$ cat src/rtl/updown_counter_pkg.sv
// Shared constants and helpers for the parametrised up/down counter.
// Optional build macro: SATURATE_EN (saturate at the bounds instead of wrapping).
package updown_counter_pkg;

    localparam logic DIR_UP   = 1'b1;
    localparam logic DIR_DOWN = 1'b0;

    // Largest count value, masked to the counter width so MODULUS = 2**WIDTH
    // yields all ones rather than needing a wider intermediate.
    function automatic logic [63:0] max_count(input int unsigned width,
                                              input logic [63:0] modulus);
        logic [63:0] mask;
        mask = (64'd1 << width) - 64'd1;
        return (modulus - 64'd1) & mask;
    endfunction

    // Out-of-range load values park the counter at its top value.
    function automatic logic [63:0] clamp_load(input logic [63:0] din,
                                               input logic [63:0] max_v);
        return (din > max_v) ? max_v : din;
    endfunction

endpackage

$ cat src/rtl/updown_counter_next.sv
// Combinational next-count and bound-hit logic for updown_counter_param.
// Optional build macro: SATURATE_EN (hold at the bound instead of wrapping).
module updown_counter_next
    import updown_counter_pkg::*;
#(
    parameter int unsigned WIDTH   = 4,
    parameter int unsigned MODULUS = 2**WIDTH
) (
    input  logic [WIDTH-1:0] q,
    input  logic             en,
    input  logic             up_dn,
    output logic [WIDTH-1:0] next_q,
    output logic             bound_hit
);

    localparam logic [WIDTH-1:0] MAX_Q = WIDTH'(max_count(WIDTH, 64'(MODULUS)));

    logic out_of_range;

    // Extra leading bit keeps the compare meaningful when MAX_Q is all ones.
    assign out_of_range = {1'b0, q} > {1'b0, MAX_Q};

    always_comb begin
        next_q    = q;
        bound_hit = 1'b0;
        if (en) begin
            if (out_of_range) begin
                next_q = '0;
            end else if (up_dn == DIR_UP) begin
                if (q == MAX_Q) begin
                    bound_hit = 1'b1;
`ifdef SATURATE_EN
                    next_q = q;
`else
                    next_q = '0;
`endif
                end else begin
                    next_q = q + WIDTH'(1);
                end
            end else begin
                if (q == '0) begin
                    bound_hit = 1'b1;
`ifdef SATURATE_EN
                    next_q = q;
`else
                    next_q = MAX_Q;
`endif
                end else begin
                    next_q = q - WIDTH'(1);
                end
            end
        end
    end

endmodule

$ cat src/rtl/updown_counter_param.sv
// Parametrised synchronous up/down counter with preset, load and terminal count.
// Optional build macro: SATURATE_EN (saturate at the bounds instead of wrapping).
module updown_counter_param
    import updown_counter_pkg::*;
#(
    parameter int unsigned WIDTH   = 4,
    parameter int unsigned MODULUS = 2**WIDTH
) (
    input  logic             clk,
    input  logic             clr,
    input  logic             pre,
    input  logic             en,
    input  logic             up_dn,
    input  logic             load,
    input  logic [WIDTH-1:0] din,
    output logic [WIDTH-1:0] q,
    output logic [WIDTH-1:0] q_bar,
    output logic             tc,
    output logic             wrap
);

    localparam logic [WIDTH-1:0] MAX_Q = WIDTH'(max_count(WIDTH, 64'(MODULUS)));

    logic [WIDTH-1:0] next_q;
    logic             bound_hit;
    logic             wrap_set;

    updown_counter_next #(
        .WIDTH   (WIDTH),
        .MODULUS (MODULUS)
    ) u_next (
        .q         (q),
        .en        (en),
        .up_dn     (up_dn),
        .next_q    (next_q),
        .bound_hit (bound_hit)
    );

`ifdef SATURATE_EN
    // Remembers that the last enabled edge already hit the bound, so a parked
    // counter reports the saturation only once.
    logic parked;

    always_ff @(posedge clk) begin
        if (clr || pre || load)
            parked <= 1'b0;
        else if (en)
            parked <= bound_hit;
    end

    assign wrap_set = bound_hit & ~parked;
`else
    assign wrap_set = bound_hit;
`endif

    always_ff @(posedge clk) begin
        if (clr) begin
            q    <= '0;
            wrap <= 1'b0;
        end else if (pre) begin
            q    <= MAX_Q;
            wrap <= 1'b0;
        end else if (load) begin
            q    <= WIDTH'(clamp_load(64'(din), 64'(MAX_Q)));
            wrap <= 1'b0;
        end else if (en) begin
            q    <= next_q;
            wrap <= wrap_set;
        end else begin
            wrap <= 1'b0;
        end
    end

    assign q_bar = ~q;
    assign tc    = en & (((up_dn == DIR_UP)   && (q == MAX_Q)) ||
                         ((up_dn == DIR_DOWN) && (q == '0)));

endmodule
$ cat config.mk
export PLATFORM = sky130hd
export DESIGN_NAME = updown_counter_param
export DESIGN_NICKNAME = d
export VERILOG_FILES = /design/src/rtl/updown_counter_pkg.sv /design/src/rtl/updown_counter_next.sv /design/src/rtl/updown_counter_param.sv
export SDC_FILE = /design/constraint.sdc
export NUM_CORES = 1
export LEC_CHECK = 0
export CORE_AREA = 2 2 39 41
export CTS_CLUSTER_DIAMETER = 30
export DETAILED_ROUTE_END_ITERATION = 8
export DIE_AREA = 0 0 41 43
export GPL_TIMING_DRIVEN = 0
export HOLD_SLACK_MARGIN = 0.12
export SYNTH_ARGS = -nofsm -noshare
export SYNTH_HDL_FRONTEND = slang
export SYNTH_SLANG_ARGS = --single-unit
$ cat constraint.sdc
create_clock -name clk -period 1.4 [get_ports clk]
set_input_delay 0.28 -clock clk [delete_from_list [all_inputs] [get_ports clk]]
set_output_delay 0.28 -clock clk [all_outputs]
set_load 0.03 [all_outputs]
After elaboration in Yosys (flattened, before gate mapping)
Cells that the tools add are included.
Storage, ports and cells
  flip-flop bits (word level): 5
  input bits: 10
Operators by class
  $add $sub $neg: 2
  equality and inequality tests: 1
  muxes and demuxes: 9
  bitwise operators: 4
  reductions and logical operators: 6
Operators with widths (count)
  $mux W4: 6
  $add A4 B1 Y4 const B: 1
  $eq A4 B4 Y1 const B: 1
  $logic_not A4 Y1: 1
  $not A4 Y4: 1
  $reduce_or A4 Y1: 1
  $sub A4 B1 Y4 const B: 1
  $mux W1: 3
  $reduce_bool A3 Y1: 1
  $logic_and A1 B1 Y1: 2
  $not A1 Y1: 2
  $and A1 B1 Y1: 1
  $logic_or A1 B1 Y1: 1

Logic depth before layout (Yosys ltp)
  depth after elaboration: 6
  gate-level depth with buffers: 6
  mapped depth without buffers: 6

By module
Synthesis repeated with hierarchy kept, for this count alone.
Second synthesis, totals
  cells, all modules: 61
  area, all modules: 471.7 um2
Modules (own cells, without submodules)
  updown_counter_param: times used 1, cells an instance 30, area an instance 262.8 um2
  updown_counter_next: times used 1, cells an instance 31, area an instance 209.0 um2

Worst setup path after synthesis
No wires, ideal clock.
  kind: register to output
  start point: register q[0]
  end point: output port tc
  data arrival time: 1.685 ns
  required time: 1.120 ns
  path slack: -0.565 ns
  stages on the path, launching flop included: 6
  buffers on the path: 0
  cells stage by stage: dfxtp_1 -> inv_1 -> ha_1 -> or3b_1 -> o21ai_1 -> and2_2
Between the ends
  word-level cells in the longest chain between the ends: 4
  elaborated cells on any way between the ends: 6
  those cells by class: eq/ne (1); bitwise (1); reduce/logical (4)
Ends and longest elaborated chain
  from (decl): line updown_counter_param.sv:16  | output logic [WIDTH-1:0] q,
  from (signal assigned): line updown_counter_param.sv:64  | q <= WIDTH'(clamp_load(64'(din), 64'(MAX_Q)));
  from (signal assigned): line updown_counter_param.sv:67  | q <= next_q;
  $eq A4 B4 Y1 / $logic_not A4 Y1 (equally long branches): line updown_counter_param.sv:75, updown_counter_param.sv:76
  $logic_and A1 B1 Y1 (on tied branches): line updown_counter_param.sv:75, updown_counter_param.sv:76
  $logic_or A1 B1 Y1 *: line updown_counter_param.sv:75  | assign tc = en & (((up_dn == DIR_UP) && (q == MAX_Q)) ||
  $and A1 B1 Y1 *: line updown_counter_param.sv:75
  to (decl): line updown_counter_param.sv:18  | output logic tc,
Mark *: on every way between the ends. The rest lies on a longest branch, timed or not.

Worst setup path in the final report
  start point: register q[1]
  end point: output port tc
Same word-level chain as after synthesis.

==> results.sh <==
export IMPL_worstRegToRegCells=7
export IMPL_synth_edf_count=0
export IMPL_drcViolationCount=0
export IMPL_yosysUniqueCellTypes=26
export IMPL_synthTopCellsByArea="dfxtp_1 (26%), a21oi_1 (6.5%), ha_1 (6.5%)"
export IMPL_detail_route_first_pass_iterations=4
export IMPL_tightest_slew_ps=330
export IMPL_fin_ws_ps=-424
export IMPL_synth_top_area_cell="dfxtp_1"
export IMPL_cts_root_buf="clkbuf_4"
export IMPL_wl_per_cell_um=12.1
export IMPL_setup_violations=3
export IMPL_core_mm2=0.00138
export IMPL_crit_required_ps=1120
export IMPL_clock_skew_ps=6.31
export IMPL_final_core_util_pct=52.0
export IMPL_startpoint_type="register"
export IMPL_ys_seq_area_share_pct=25.8
export IMPL_fill_cells=137
export IMPL_cts_made_buffers=3
export IMPL_path_clk_slew_ps=50
export IMPL_syn_area_um2=388
export IMPL_buffer_ports_inserted=17
export IMPL_yosys_register_bits=5
export IMPL_chipWidth_um=41
export IMPL_cts_hold_buffers=0
export IMPL_die_h_um=43
export IMPL_yosysMostFrequentCell="inv_1"
export IMPL_r2r_slack_ps=-70
export IMPL_crit_start="q[1]"
export IMPL_rr_endpoint="q[0]"
export IMPL_dr_total_vias=467
export IMPL_overflow=0
export IMPL_grtUsageTotal_pct=14.3
export IMPL_synthesis_instances=49
export IMPL_ys_top_cells_by_count="inv_1 (6), a21oi_1 (5), dfxtp_1 (5), nor2_1 (4)"
export IMPL_n_antenna_cell=0
export IMPL_areaGrowthSynthToFinish_pct=85.5
export IMPL_start_util_pct=28.0
export IMPL_critPathCaptureType="output pin"
export IMPL_finalHoldViolations=0
export IMPL_insertion_delay_ps=250
export IMPL_final_min_clock_period_ps=1820
export IMPL_grt_pass1_vias=395
export IMPL_critPathArrivalTime_ps=1540
export IMPL_synth_fp_nets=61
export IMPL_wirelength_um=1120
export IMPL_status="finished, violations left"
export IMPL_drtIter0Drc=10
export IMPL_crit_type="reg2out"
export IMPL_clockBufferDepth=2
export IMPL_min_path_type="in2reg"
export IMPL_power_density_mw_per_mm2=816
export IMPL_yosysTopAreaCellShare_pct=25.8
export IMPL_grt_pass1_wl_um=1660
export IMPL_avgSynthCellArea_um2=7.92
export IMPL_std_cell_rows=14
export IMPL_total_power_uw=587
export IMPL_drt_vias_per_instance=5.08
export IMPL_final_max_slew_violation_count=0
export IMPL_failed_checks="setup timing"
export IMPL_fin_nets=89
export IMPL_pin_count=20
export IMPL_drtAntennaViolNets=0
export IMPL_async_flop_share_pct=0
export IMPL_die_area_mm2=0.00176
export IMPL_finalWeightedCongestion=0.735
export IMPL_rsz0062_at_grt="yes"
export IMPL_r2r_start="q[1]"
export IMPL_leakage_nw=0.303
export IMPL_slew_headroom_pct=78.0
export IMPL_drive_gt1_share_pct=39.5
export IMPL_cts_tree="done"
export IMPL_yosys_most_used_dff="dfxtp_1"
export IMPL_max_clock_freq_mhz=548
export IMPL_grt_start_max_net_pins=10
export IMPL_cts_max_level=1
export IMPL_drv_cap=0
export IMPL_clock_sinks=5
export IMPL_min_period_over_period_pct=130
export IMPL_antenna_found_initial=0
export IMPL_ir_drop_mv=0.299
export IMPL_place_hpwl_um=750
export IMPL_yosysWarnings=0
export IMPL_cp_max_fo=3
export IMPL_crit_end="tc"
report_power, final:
group          total [mW]  internal (mW)  leakage (nW)  switching [mW]
registers           0.176          0.155        0.0429          0.0207
logic               0.240          0.115         0.245           0.126
clock network       0.171          0.108        0.0150          0.0629
total               0.587          0.378         0.303           0.209
layer usage:
| layer | track usage, % | vias to the layer above | wire length [µm] |
|---|---|---|---|
| met3 | 1.57 | 2 | 62 |
| met1 | 18.8 | 211 | 485 |
| met2 | 19.7 | 16 | 553 |
| li1 | - | 238 | - |
| met4 | 12.0 | 0 | 14 |
| met5 | 0 | - | 0 |
worst min path at each step:
stage / startpoint / endpoint / cells after the start / slack (ps)
floorplan: clr / q[0] / 1 / 340
global placement: up_dn / q[3] / 3 / 590
detailed placement: up_dn / q[3] / 3 / 580
CTS: up_dn / q[3] / 3 / 320
global route: up_dn / q[3] / 3 / 360
finish: up_dn / q[3] / 3 / 330
metrics by stage:
| step | instance area [µm²] | cells | setup TNS (ps) | setup slack [ps] | hold slack, ps |
|---|---|---|---|---|---|
| after floorplan | 425 | 49 | -265 | -168 | 339 |
| final | 719 | 92 | -552 | -424 | 330 |
| after global placement | 616 | 82 | -1210 | -745 | 595 |
| after CTS | 683 | 91 | -506 | -450 | 323 |
| after global routing | 719 | 92 | -706 | -465 | 358 |
| after detailed placement | 616 | 82 | -1080 | -736 | 580 |
worst max-delay path, stage by stage (launching register included):
cell and delay, ps:
dfxtp_4 360, inv_8 50, ha_4 120, or3b_4 370, o21ai_2 110, and2_4 150
buf_6 120
cells in the final DEF, fill, tap and decap left out:
| cell type | n |
|---|---|
| mux2i_1 | 1 |
| clkbuf_1 | 2 |
| dfxtp_2 | 2 |
| o21bai_1 | 1 |
| xnor2_1 | 1 |
| a21oi_1 | 4 |
| a31oi_1 | 2 |
| and3b_1 | 1 |
| xor2_1 | 1 |
| a21oi_2 | 1 |
| nand4_1 | 1 |
| clkdlybuf4s15_2 | 5 |
| clkbuf_2 | 1 |
| ha_4 | 2 |
| buf_4 | 5 |
| buf_6 | 3 |
| a211oi_1 | 2 |
| clkbuf_4 | 3 |
| a311oi_1 | 1 |
| o22ai_1 | 1 |
| o21ai_0 | 2 |
| dfxtp_1 | 1 |
| clkdlybuf4s50_1 | 7 |
| a21o_1 | 1 |
| dfxtp_4 | 2 |
| o31a_1 | 1 |
| nor3b_1 | 2 |
| inv_8 | 2 |
| or3b_4 | 1 |
| nor2_1 | 4 |
| o21ai_2 | 1 |
| dlygate4sd2_1 | 3 |
| nand2_1 | 1 |
| and2_4 | 1 |
| inv_1 | 4 |
| o41ai_1 | 2 |
| a311oi_2 | 1 |
timing repair:
| item | in CTS | in global routing |
|---|---|---|
| resized for setup | 27 | 9 |
| setup endpoints to repair | 12 | 8 |
| setup buffers | 5 | 1 |
| pin swaps | 3 | 3 |
logic make-up (layout without fill, tap and decap cells):
group,after synthesis,after routing,share of synthesized area [%]
simple gates,11,11,16.8
buf+inv,8,35,9.68
compound gates,20,20,34.2
xor+xnor,2,2,4.52
mux,1,1,2.58
flops,5,5,25.8
fa+ha+maj,2,2,6.45
area by class of cell:
class	count	area (µm²)	area share [%]
Timing Repair Buffer	23	218	30.3
Multi-Input combinational cell	36	293	40.7
Clock buffer	4	26.3	3.65
Tap cell	16	20.0	2.78
Inverter	6	37.5	5.22
Buffer	2	15.0	2.09
Sequential cell	5	110	15.3
flip-flops by register name (all words and copies together) (netlist names):
name,cells
q,4
wrap,1
(Power assumes the default switching activity.)
